## src/rtl/pedestrian_crossing_unit_pkg.sv

```systemverilog
// rtl/pedestrian_crossing_unit_pkg.sv - shared states, light codes and decode helper for the crossing unit
package pedestrian_crossing_unit_pkg;

    typedef enum logic [2:0] {
        IDLE,
        REQUESTED,
        WAIT_RED,
        WALK,
        CLEAR,
        FAULT
    } ped_state_e;

    localparam logic [2:0] LIGHT_RED    = 3'b100;
    localparam logic [2:0] LIGHT_YELLOW = 3'b010;
    localparam logic [2:0] LIGHT_GREEN  = 3'b001;

    // Exactly one of R/Y/G lit is the only legal controller output.
    function automatic logic light_legal(input logic [2:0] ryg);
        return (ryg == LIGHT_RED) || (ryg == LIGHT_YELLOW) || (ryg == LIGHT_GREEN);
    endfunction

endpackage

```

## src/rtl/pedestrian_crossing_unit_if.sv

```systemverilog
// rtl/pedestrian_crossing_unit_if.sv - link between traffic_light_controller and the crossing unit
interface pedestrian_crossing_unit_if;

    logic red_light_active;
    logic yellow_light_active;
    logic green_light_active;
    logic pedestrian_button_pressed;

    modport master (
        output red_light_active,
        output yellow_light_active,
        output green_light_active,
        input  pedestrian_button_pressed
    );

    modport slave (
        input  red_light_active,
        input  yellow_light_active,
        input  green_light_active,
        output pedestrian_button_pressed
    );

endinterface

```

## src/rtl/pedestrian_crossing_unit_button_debouncer.sv

```systemverilog
// rtl/pedestrian_crossing_unit_button_debouncer.sv - kerb button synchronizer and press qualifier
module button_debouncer #(
    parameter int DEBOUNCE_CYCLES = 4
) (
    input  logic clock_signal,
    input  logic reset_n_signal,
    input  logic raw_button_input,
    output logic press_pulse
);

    localparam int CW = $clog2(DEBOUNCE_CYCLES + 1);
    localparam logic [CW-1:0] CNT_MAX = CW'(DEBOUNCE_CYCLES);

    logic          sync1_q, sync1_d;
    logic          sync2_q, sync2_d;
    logic [CW-1:0] cnt_q, cnt_d;
    logic          pulse_q, pulse_d;

    // Count consecutive high samples, saturating so a held button fires only once.
    always_comb begin
        sync1_d = raw_button_input;
        sync2_d = sync1_q;
        cnt_d   = cnt_q;
        if (!sync2_q) begin
            cnt_d = '0;
        end else if (cnt_q != CNT_MAX) begin
            cnt_d = cnt_q + CW'(1);
        end
        pulse_d = (cnt_d == CNT_MAX) && (cnt_q != CNT_MAX);
    end

    // Register synchronizer, counter and the single-cycle press pulse.
    always_ff @(posedge clock_signal) begin
        if (!reset_n_signal) begin
            sync1_q <= 1'b0;
            sync2_q <= 1'b0;
            cnt_q   <= '0;
            pulse_q <= 1'b0;
        end else begin
            sync1_q <= sync1_d;
            sync2_q <= sync2_d;
            cnt_q   <= cnt_d;
            pulse_q <= pulse_d;
        end
    end

    assign press_pulse = pulse_q;

endmodule

```

## src/rtl/pedestrian_crossing_unit.sv

```systemverilog
// rtl/pedestrian_crossing_unit.sv - pedestrian lamps, request and light-fault supervision
module pedestrian_crossing_unit
    import pedestrian_crossing_unit_pkg::*;
#(
    parameter int DEBOUNCE_CYCLES = 4,
    parameter int WALK_CYCLES     = 8,
    parameter int CLEAR_CYCLES    = 6
) (
    input  logic                                  clock_signal,
    input  logic                                  reset_n_signal,
    input  logic                                  raw_button_input,
    pedestrian_crossing_unit_if.slave             link,
    output logic                                  walk_light_active,
    output logic                                  dont_walk_light_active,
    output logic [$clog2(CLEAR_CYCLES+1)-1:0]     clearance_countdown,
    output logic                                  light_fault_detected
);

    localparam int TW = $clog2(WALK_CYCLES + 1);
    localparam int DW = $clog2(CLEAR_CYCLES + 1);
    localparam logic [TW-1:0] WALK_LAST = TW'(WALK_CYCLES - 1);
    localparam logic [DW-1:0] CLEAR_MAX = DW'(CLEAR_CYCLES);

    logic          press;
    logic          red, yellow, green, legal, red_rise;
    ped_state_e    state_q, state_d;
    logic          request_q, request_d;
    logic          walk_q, walk_d;
    logic          dont_walk_q, dont_walk_d;
    logic [DW-1:0] cd_q, cd_d;
    logic [TW-1:0] timer_q, timer_d;
    logic          pending_q, pending_d;
    logic          fault_q, fault_d;
    logic          red_prev_q, red_prev_d;

    button_debouncer #(.DEBOUNCE_CYCLES(DEBOUNCE_CYCLES)) u_debouncer (
        .clock_signal     (clock_signal),
        .reset_n_signal   (reset_n_signal),
        .raw_button_input (raw_button_input),
        .press_pulse      (press)
    );

    assign red      = link.red_light_active;
    assign yellow   = link.yellow_light_active;
    assign green    = link.green_light_active;
    assign legal    = light_legal({red, yellow, green});
    assign red_rise = red && !red_prev_q;

    // Next-state and registered-output logic; a bad light combination overrides everything.
    always_comb begin
        state_d     = state_q;
        request_d   = request_q;
        walk_d      = walk_q;
        dont_walk_d = dont_walk_q;
        cd_d        = cd_q;
        timer_d     = timer_q;
        pending_d   = pending_q;
        fault_d     = fault_q;
        red_prev_d  = red;
        if (!legal || state_q == FAULT) begin
            state_d     = FAULT;
            fault_d     = 1'b1;
            request_d   = 1'b0;
            walk_d      = 1'b0;
            dont_walk_d = 1'b1;
            cd_d        = '0;
            timer_d     = '0;
            pending_d   = 1'b0;
        end else begin
            case (state_q)
                IDLE: begin
                    walk_d      = 1'b0;
                    dont_walk_d = 1'b1;
                    cd_d        = '0;
                    if (press || pending_q) begin
                        state_d   = REQUESTED;
                        request_d = 1'b1;
                        pending_d = 1'b0;
                    end
                end
                REQUESTED: begin
                    if (yellow || red) begin
                        state_d   = WAIT_RED;
                        request_d = 1'b0;
                    end
                end
                WAIT_RED: begin
                    if (press) pending_d = 1'b1;
                    if (red_rise) begin
                        state_d     = WALK;
                        walk_d      = 1'b1;
                        dont_walk_d = 1'b0;
                        timer_d     = WALK_LAST;
                    end
                end
                WALK: begin
                    if (press) pending_d = 1'b1;
                    if (!red) begin
                        state_d     = IDLE;
                        walk_d      = 1'b0;
                        dont_walk_d = 1'b1;
                        timer_d     = '0;
                    end else if (timer_q == '0) begin
                        state_d     = CLEAR;
                        walk_d      = 1'b0;
                        dont_walk_d = 1'b1;
                        cd_d        = CLEAR_MAX;
                    end else begin
                        timer_d = timer_q - TW'(1);
                    end
                end
                CLEAR: begin
                    if (press) pending_d = 1'b1;
                    if (!red || cd_q <= DW'(1)) begin
                        state_d     = IDLE;
                        dont_walk_d = 1'b1;
                        cd_d        = '0;
                    end else begin
                        cd_d        = cd_q - DW'(1);
                        dont_walk_d = !dont_walk_q;
                    end
                end
                default: begin
                    state_d = FAULT;
                end
            endcase
        end
    end

    // FSM state and all outputs are registered together.
    always_ff @(posedge clock_signal) begin
        if (!reset_n_signal) begin
            state_q     <= IDLE;
            request_q   <= 1'b0;
            walk_q      <= 1'b0;
            dont_walk_q <= 1'b1;
            cd_q        <= '0;
            timer_q     <= '0;
            pending_q   <= 1'b0;
            fault_q     <= 1'b0;
            red_prev_q  <= 1'b0;
        end else begin
            state_q     <= state_d;
            request_q   <= request_d;
            walk_q      <= walk_d;
            dont_walk_q <= dont_walk_d;
            cd_q        <= cd_d;
            timer_q     <= timer_d;
            pending_q   <= pending_d;
            fault_q     <= fault_d;
            red_prev_q  <= red_prev_d;
        end
    end

    assign link.pedestrian_button_pressed = request_q;
    assign walk_light_active              = walk_q;
    assign dont_walk_light_active         = dont_walk_q;
    assign clearance_countdown            = cd_q;
    assign light_fault_detected           = fault_q;

endmodule

```

## src/flat_wrapper.sv

```systemverilog
// flat-port wrapper written by rule: the top's interface ports become plain ports
module pedestrian_crossing_unit_flat import pedestrian_crossing_unit_pkg::*;
#(
    parameter int DEBOUNCE_CYCLES = 4,
    parameter int WALK_CYCLES     = 8,
    parameter int CLEAR_CYCLES    = 6
)
  (clock_signal, reset_n_signal, raw_button_input, walk_light_active, dont_walk_light_active, clearance_countdown, light_fault_detected, link_red_light_active, link_yellow_light_active, link_green_light_active, link_pedestrian_button_pressed);
  pedestrian_crossing_unit_if link_i ();
  input  logic clock_signal;
  input  logic reset_n_signal;
  input  logic raw_button_input;
  output logic walk_light_active;
  output logic dont_walk_light_active;
  output logic [$clog2(CLEAR_CYCLES+1)-1:0] clearance_countdown;
  output logic light_fault_detected;
  input wire logic [$bits(link_i.red_light_active)-1:0] link_red_light_active;
  input wire logic [$bits(link_i.yellow_light_active)-1:0] link_yellow_light_active;
  input wire logic [$bits(link_i.green_light_active)-1:0] link_green_light_active;
  output wire logic [$bits(link_i.pedestrian_button_pressed)-1:0] link_pedestrian_button_pressed;
  assign link_i.red_light_active = link_red_light_active;
  assign link_i.yellow_light_active = link_yellow_light_active;
  assign link_i.green_light_active = link_green_light_active;
  assign link_pedestrian_button_pressed = link_i.pedestrian_button_pressed;
  pedestrian_crossing_unit #(.DEBOUNCE_CYCLES(DEBOUNCE_CYCLES), .WALK_CYCLES(WALK_CYCLES), .CLEAR_CYCLES(CLEAR_CYCLES)) u_core (.clock_signal(clock_signal), .reset_n_signal(reset_n_signal), .raw_button_input(raw_button_input), .link(link_i), .walk_light_active(walk_light_active), .dont_walk_light_active(dont_walk_light_active), .clearance_countdown(clearance_countdown), .light_fault_detected(light_fault_detected));
endmodule
```

## config.mk

```make
export PLATFORM = sky130hd
export DESIGN_NAME = pedestrian_crossing_unit_flat
export DESIGN_NICKNAME = d
export VERILOG_FILES = /design/src/rtl/pedestrian_crossing_unit_pkg.sv /design/src/rtl/pedestrian_crossing_unit_if.sv /design/src/rtl/pedestrian_crossing_unit_button_debouncer.sv /design/src/rtl/pedestrian_crossing_unit.sv /design/src/flat_wrapper.sv
export SDC_FILE = /design/constraint.sdc
export NUM_CORES = 1
export LEC_CHECK = 0
export CORE_ASPECT_RATIO = 1.5
export CORE_MARGIN = 2
export CORE_UTILIZATION = 25
export CTS_CLUSTER_SIZE = 30
export DETAILED_ROUTE_END_ITERATION = 10
export SYNTH_ARGS = -nofsm -noshare
export SYNTH_HDL_FRONTEND = slang
export SYNTH_SLANG_ARGS = --single-unit
```

## constraint.sdc

```tcl
create_clock -name clock_signal -period 2.5 [get_ports clock_signal]
set_clock_uncertainty 0.15 [all_clocks]
set_input_delay 0.5 -clock clock_signal [delete_from_list [all_inputs] [get_ports clock_signal]]
set_output_delay 0.5 -clock clock_signal [all_outputs]
set_load 0.01 [all_outputs]
```

; ---- After elaboration in Yosys (flattened, before gate mapping)
; Index checks and enable logic that the tools add are counted.
[op_classes]
add_sub_neg = 3
magnitude_cmp = 1
eq_ne = 24
muxes = 33
bitwise_logic = 1
n_reduce_logical = 30
[ops]
columns = operator, count
row1 = 2-to-1 mux 3 bit, 12
row2 = AND reduction 3 bit, 6
row3 = one-hot mux 3 bit (5 select lines), 1
row4 = == test 3 bit (second input constant), 4
row5 = 2-to-1 mux 4 bit, 3
row6 = != test 2 x 1 -> 1 bit (second input constant), 6
row7 = != test 3 x 1 -> 1 bit (second input constant), 4
row8 = 2-to-1 mux 1 bit, 11
row9 = AND reduction 5 bit, 2
row10 = == test 3 x 2 -> 1 bit (second input constant), 3
row11 = one-hot mux 3 bit (3 select lines), 1
row12 = one-hot mux 4 bit (2 select lines), 1
row13 = == test 3 x 1 -> 1 bit (second input constant), 2
row14 = logical OR 1 bit, 6
row15 = != test 3 bit (second input constant), 2
row16 = nonzero test 2 bit, 3
row17 = nonzero test 3 bit, 2
row18 = logical NOT 1 bit, 4
row19 = logical NOT 4 bit, 1
row20 = != test 4 x 2 -> 1 bit (second input constant), 1
row21 = one-hot mux 1 bit (2 select lines), 2
row22 = one-hot mux 1 bit (4 select lines), 1
row23 = nonzero test 4 bit, 1
row24 = subtractor 4 x 1 -> 4 bit (second input constant), 1
row25 = 11 further kinds, 12
[totals]
reg_bits = 22
inputBits = 6
word_cells = 106

; ---- Longest topological paths before layout
[logic_depth]
ltp_word = 7
mapped_depth = 7

; ---- Modules after synthesis
; From an unflattened synthesis, not the netlist that was laid out.
[unflattened]
cells_unflattened = 161
area_unflattened_um2 = 1367.6
[by_module_without_submodules]
columns = module, n_inst, cells_per_inst, area_per_inst_um2, seq_area_each_um2
row1 = pedestrian_crossing_unit, 1, 137, 1134.8, 320.3
row2 = button_debouncer, 1, 24, 232.7, 120.1

; ---- Worst setup path before layout
; Ideal clock, no wire load.
[synth_timing]
path_kind = register to register
start = reg u_core.cd_q[1], in the netlist u_core.clearance_countdown[1]
end = reg u_core.cd_q[1], in the netlist u_core.clearance_countdown[1]
setup_ns = 0.074
t_arrival_ns = 1.632
slack_ns = 0.643
stages_incl_launch_ff = 7
n_path_buf = 0
cell_sequence = dfxtp_1 > inv_1 > ha_1 > nor2b_1 > or4_4 > or2_0 > a31oi_2
[synth_via]
elab_chain_cells = 4
[synth_lines]
columns = item, line_no
row1 = start: declaration, pedestrian_crossing_unit.sv:30  ; logic [DW-1:0] cd_q, cd_d;
row2 = start signal: assignment, pedestrian_crossing_unit.sv:137  ; cd_q <= '0;
row3 = start signal: assignment, pedestrian_crossing_unit.sv:147  ; cd_q <= cd_d;
row4 = less-or-equal comparator 3 x 1 -> 1 bit, pedestrian_crossing_unit.sv:114  ; if (!red || cd_q <= DW'(1)) begin
row5 = logical OR 1 bit, pedestrian_crossing_unit.sv:114
row6 = 2-to-1 mux 3 bit *, pedestrian_crossing_unit.sv:114
row7 = one-hot mux 3 bit (3 select lines) *, pedestrian_crossing_unit.sv:70  ; case (state_q)
; Every way passes the cells marked *; elsewhere a longest branch is shown, timed or not.
; A chain may end at the register's enable or synchronous reset.

; ---- Worst setup path in the final report
[layout_timing]
start = in link_yellow_light_active
end = reg u_core.timer_q[3]
[layout_via]
elab_chain_cells = 6
[layout_lines]
columns = item, line_no
row1 = start: declaration, flat_wrapper.sv:18  ; input wire logic [$bits(link_i.yellow_light_active)-1:0] link_yellow_light_active;
row2 = == test 3 bit or == test 3 x 2 -> 1 bit (tied branches), pedestrian_crossing_unit_pkg.sv:19  ; return (ryg == LIGHT_RED) || (ryg == LIGHT_YELLOW) || (ryg == LIGHT_GREEN);
row3 = logical OR 1 bit, pedestrian_crossing_unit_pkg.sv:19
row4 = logical OR 1 bit *, pedestrian_crossing_unit_pkg.sv:19
row5 = logical NOT 1 bit *, pedestrian_crossing_unit.sv:60  ; if (!legal || state_q == FAULT) begin
row6 = logical OR 1 bit *, pedestrian_crossing_unit.sv:60
row7 = OR reduction 2 bit (no line) *, --
row8 = end signal: assignment, pedestrian_crossing_unit.sv:148  ; timer_q <= timer_d;
row9 = end: declaration, pedestrian_crossing_unit.sv:31  ; logic [TW-1:0] timer_q, timer_d;
; Marked as above.

==> results.json <==
{
  "synthesis.nets": 154,
  "reg2reg_to": "u_core.state_q[0]$_SDFFE_PN0P_",
  "starting_drt_drc_count": 16,
  "post_route_cells_drive_above_1_share_pct": 14.01,
  "post_drt_wl_per_cell_um": 11.65,
  "place.gp.congestion": 0.8142,
  "synth_area_um2": 1256,
  "clock_insertion_delay_worst_skew_ps": 260,
  "synth_enable_flop_cells": 0,
  "power.ir.vdd_worst_mv": 0.3022,
  "critPathRequiredTime_ps": 2550,
  "post_synthesis_cells": 142,
  "chipHeight_um": 90.82,
  "dieWidth_um": 61.88,
  "hold_path_startpoint": "u_core.u_debouncer.sync1_q$_SDFF_PN0_",
  "antenna_cells_inserted": 0,
  "finalCriticalPeriod_ps": 2123,
  "design.final.nets": 171,
  "timing.final.hold_violations": 0,
  "post_synth.cell_area_avg_um2": 8.847,
  "reg2reg_setup_slack_ps": 560,
  "remaining_drc_errors": 0,
  "final.fill_count": 525,
  "post-cts-setup-buffer-count": 0,
  "globalRouteOverflowTotal": 0,
  "cts_root_buf": "sky130_fd_sc_hd__clkbuf_8",
  "power_per_cell_area_nw_per_um2": 481.2,
  "postLayoutSetupSlackWorst_ps": 377.2,
  "pin_count": 13,
  "worstRegToRegCells": 5,
  "track_usage_pct": 10.72,
  "crit_path_kind": "in2reg",
  "rsz0062_at_grt": "no",
  "grt_pass1_vias": 1048,
  "wirelength_mm": 2.597,
  "cts_made_buffers": 3,
  "vias": 1038,
  "cts.sink_count": 22,
  "total_of_flip_flops_plus_latches_after_synthesis": 22,
  "synth_top_flop_cell": "sky130_fd_sc_hd__dfxtp_1",
  "num_rows": 31,
  "share_of_synthesized_flip_flops_with_an_asynchronous_set_or_reset_pct": 0,
  "dp.final_hpwl_mm": 2.074,
  "clk_pin_slew_worst_paths_ps": 80,
  "core_region_area_um2": 4848,
  "totalNegativeSetupSlack_ps": 0,
  "ys_warnings": 0,
  "slew_violations": 0,
  "crit_path_end_kind": "flop",
  "die-area_um2": 5620,
  "worst_hold_path_type": "reg2reg",
  "critPathArrivalTime_ps": 2170,
  "worst_r2r_startpoint": "u_core.state_q[0]$_SDFFE_PN0P_",
  "layout_common_cells": "sky130_fd_sc_hd__dfxtp_1 (22), sky130_fd_sc_hd__nand2_1 (13), sky130_fd_sc_hd__clkdlybuf4s50_1 (12), sky130_fd_sc_hd__inv_1 (10), sky130_fd_sc_hd__nor2_1 (9)",
  "synth_top_cells_by_area": "sky130_fd_sc_hd__dfxtp_1 (35%), sky130_fd_sc_hd__ha_1 (6.0%), sky130_fd_sc_hd__mux2i_1 (4.0%)",
  "number_of_library_cell_types_mapped_by_synthesis": 52,
  "yosys.area.top_type_share_pct": 35.06,
  "synthDominantAreaCellType": "sky130_fd_sc_hd__dfxtp_1",
  "first_pass_iters": 4,
  "holdBufCountCts": 0,
  "slew_headroom_pct": 72.79,
  "critical_path.startpoint_type": "input pin",
  "route.antenna.remaining_nets": 0,
  "ctsHtreeMaxLevel": 1,
  "timing_worst_slew_pin_value_ps": 407.6,
  "design_area_um2": 1524,
  "post-route-period-util_pct": 84.91,
  "starting_density_pct": 25.91,
  "maxClockFrequency_mhz": 471.1,
  "dp_worst_setup_slack_ps": 98.47,
  "min_delay_path_depth": 1,
  "post_cts.resized_instances": 0,
  "crit_path_max_fanout": 7,
  "routed_via_density": 4.655,
  "grt_max_degree": 14,
  "regArea_um2": 440.4,
  "final_common_cell": "sky130_fd_sc_hd__dfxtp_1",
  "setup_viol": 0,
  "maxCapViolCount": 0,
  "placement.cell_area_um2": 1483,
  "synth-seq-area-share_pct": 35.06,
  "antenna_found_initial": 0,
  "layout-area-overhead-vs-synth_pct": 21.31,
  "multi_input_area_um2": 740.7,
  "numPortBuffers": 12,
  "clock_tree.buffer_depth": 2,
  "min_to": "u_core.u_debouncer.sync2_q$_SDFF_PN0_",
  "cellLeakagePower_uw": 0.0005386,
  "result_of_the_run": "finished, final reports clean",
  "cts_tree": "done",
  "grt_first_pass_wirelength_mm": 4.664
}
## sequential cells by signal, summed over array words and instances, names as in the netlist
register / count
u_core.dont_walk_light_active: 1
u_core.light_fault_detected: 1
u_core.pending_q: 1
u_core.link.pedestrian_button_pressed: 1
u_core.u_debouncer.cnt_q: 3
u_core.u_debouncer.press_pulse: 1
u_core.u_debouncer.sync1_q: 1
u_core.timer_q: 4
u_core.u_debouncer.sync2_q: 1
u_core.state_q: 3
u_core.red_prev_q: 1
u_core.walk_light_active: 1
u_core.clearance_countdown: 3
## power breakdown
| group | internal [µW] | switching [µW] | leakage [µW] |
|---|---|---|---|
| registers | 361 | 15.5 | 0.000179 |
| clock network | 108 | 110 | 0.0000216 |
| logic | 68.2 | 71.4 | 0.000338 |
## cell usage after synthesis (3+ instances only)
library cell	number
sky130_fd_sc_hd__inv_1	10
sky130_fd_sc_hd__dfxtp_1	22
sky130_fd_sc_hd__ha_1	6
sky130_fd_sc_hd__o21ai_0	5
sky130_fd_sc_hd__nand3_1	3
sky130_fd_sc_hd__a21oi_1	6
sky130_fd_sc_hd__mux2i_1	5
sky130_fd_sc_hd__nor2_1	9
sky130_fd_sc_hd__a31oi_1	4
sky130_fd_sc_hd__nor3_1	6
sky130_fd_sc_hd__buf_2	3
sky130_fd_sc_hd__and2_1	3
sky130_fd_sc_hd__nand2_1	13
## kinds of logic (layout without fill, tap and decap cells)
kind of cell / after synthesis / after routing / synth area share [%]
simple gates: 55 / 55 / 26.10
compound gates: 34 / 34 / 20.82
flops: 22 / 22 / 35.06
buf+inv: 17 / 32 / 5.976
fa+ha+maj: 6 / 6 / 5.976
mux: 5 / 5 / 3.984
xor+xnor: 3 / 3 / 2.092
## through the flow
| stage | cells | utilization, % | total power [µW] | hold slack, ps |
|---|---|---|---|---|
| 4_1_cts | 223 | 31.43 | 744.7 | 295.6 |
| 3_5_place_dp | 220 | 30.58 | 525.2 | 275.1 |
| 5_1_grt | 223 | 31.43 | 776.3 | 347.3 |
| 6_report | 223 | 31.43 | 733.3 | 294.9 |
| 3_3_place_gp | 220 | 30.58 | 524.8 | 281.9 |
| 2_1_floorplan | 142 | - | 476.8 | 261.9 |
## how the worst max path moves through the flow
stage                                                from  cells past startpoint  slack (ps)                                         end
3_5_place_dp                        link_red_light_active                      8         100              u_core.timer_q[3]$_SDFFE_PP0P_
6_report                         link_yellow_light_active                      7         380              u_core.timer_q[3]$_SDFFE_PP0P_
4_1_cts                          link_yellow_light_active                      7         370              u_core.timer_q[3]$_SDFFE_PP0P_
5_1_grt                          link_yellow_light_active                      7         220              u_core.timer_q[3]$_SDFFE_PP0P_
2_1_floorplan  u_core.clearance_countdown[1]$_SDFFE_PP0P_                      6         640  u_core.clearance_countdown[1]$_SDFFE_PP0P_
3_3_place_gp                        link_red_light_active                      8          70              u_core.timer_q[3]$_SDFFE_PP0P_
## layer usage
| layer | up-vias | global-route usage, % | routed length [µm] |
|---|---|---|---|
| met5 | - | 0 | 0 |
| met4 | 0 | 3.723 | 41 |
| met3 | 5 | 1.289 | 43 |
| met2 | 13 | 19.47 | 1441 |
| met1 | 487 | 12.05 | 1070 |
| li1 | 533 | - | - |
## worst max-delay path, cell delays in order
cell and delay (ps):
sky130_fd_sc_hd__clkdlybuf4s50_1 480, sky130_fd_sc_hd__o21ai_0 240, sky130_fd_sc_hd__o21ai_1 120, sky130_fd_sc_hd__a21oi_1 210, sky130_fd_sc_hd__nand2_1 230, sky130_fd_sc_hd__buf_4 230
sky130_fd_sc_hd__nor3_2 150
## layout make-up
class | instances | area share (%)
multi-input combinational | 103 | 48.60
sequential | 22 | 28.90
timing repair buffer | 18 | 11.66
tap | 66 | 5.419
clock buffer | 3 | 2.709
inverter | 11 | 2.709
(Power assumes the default switching activity.)
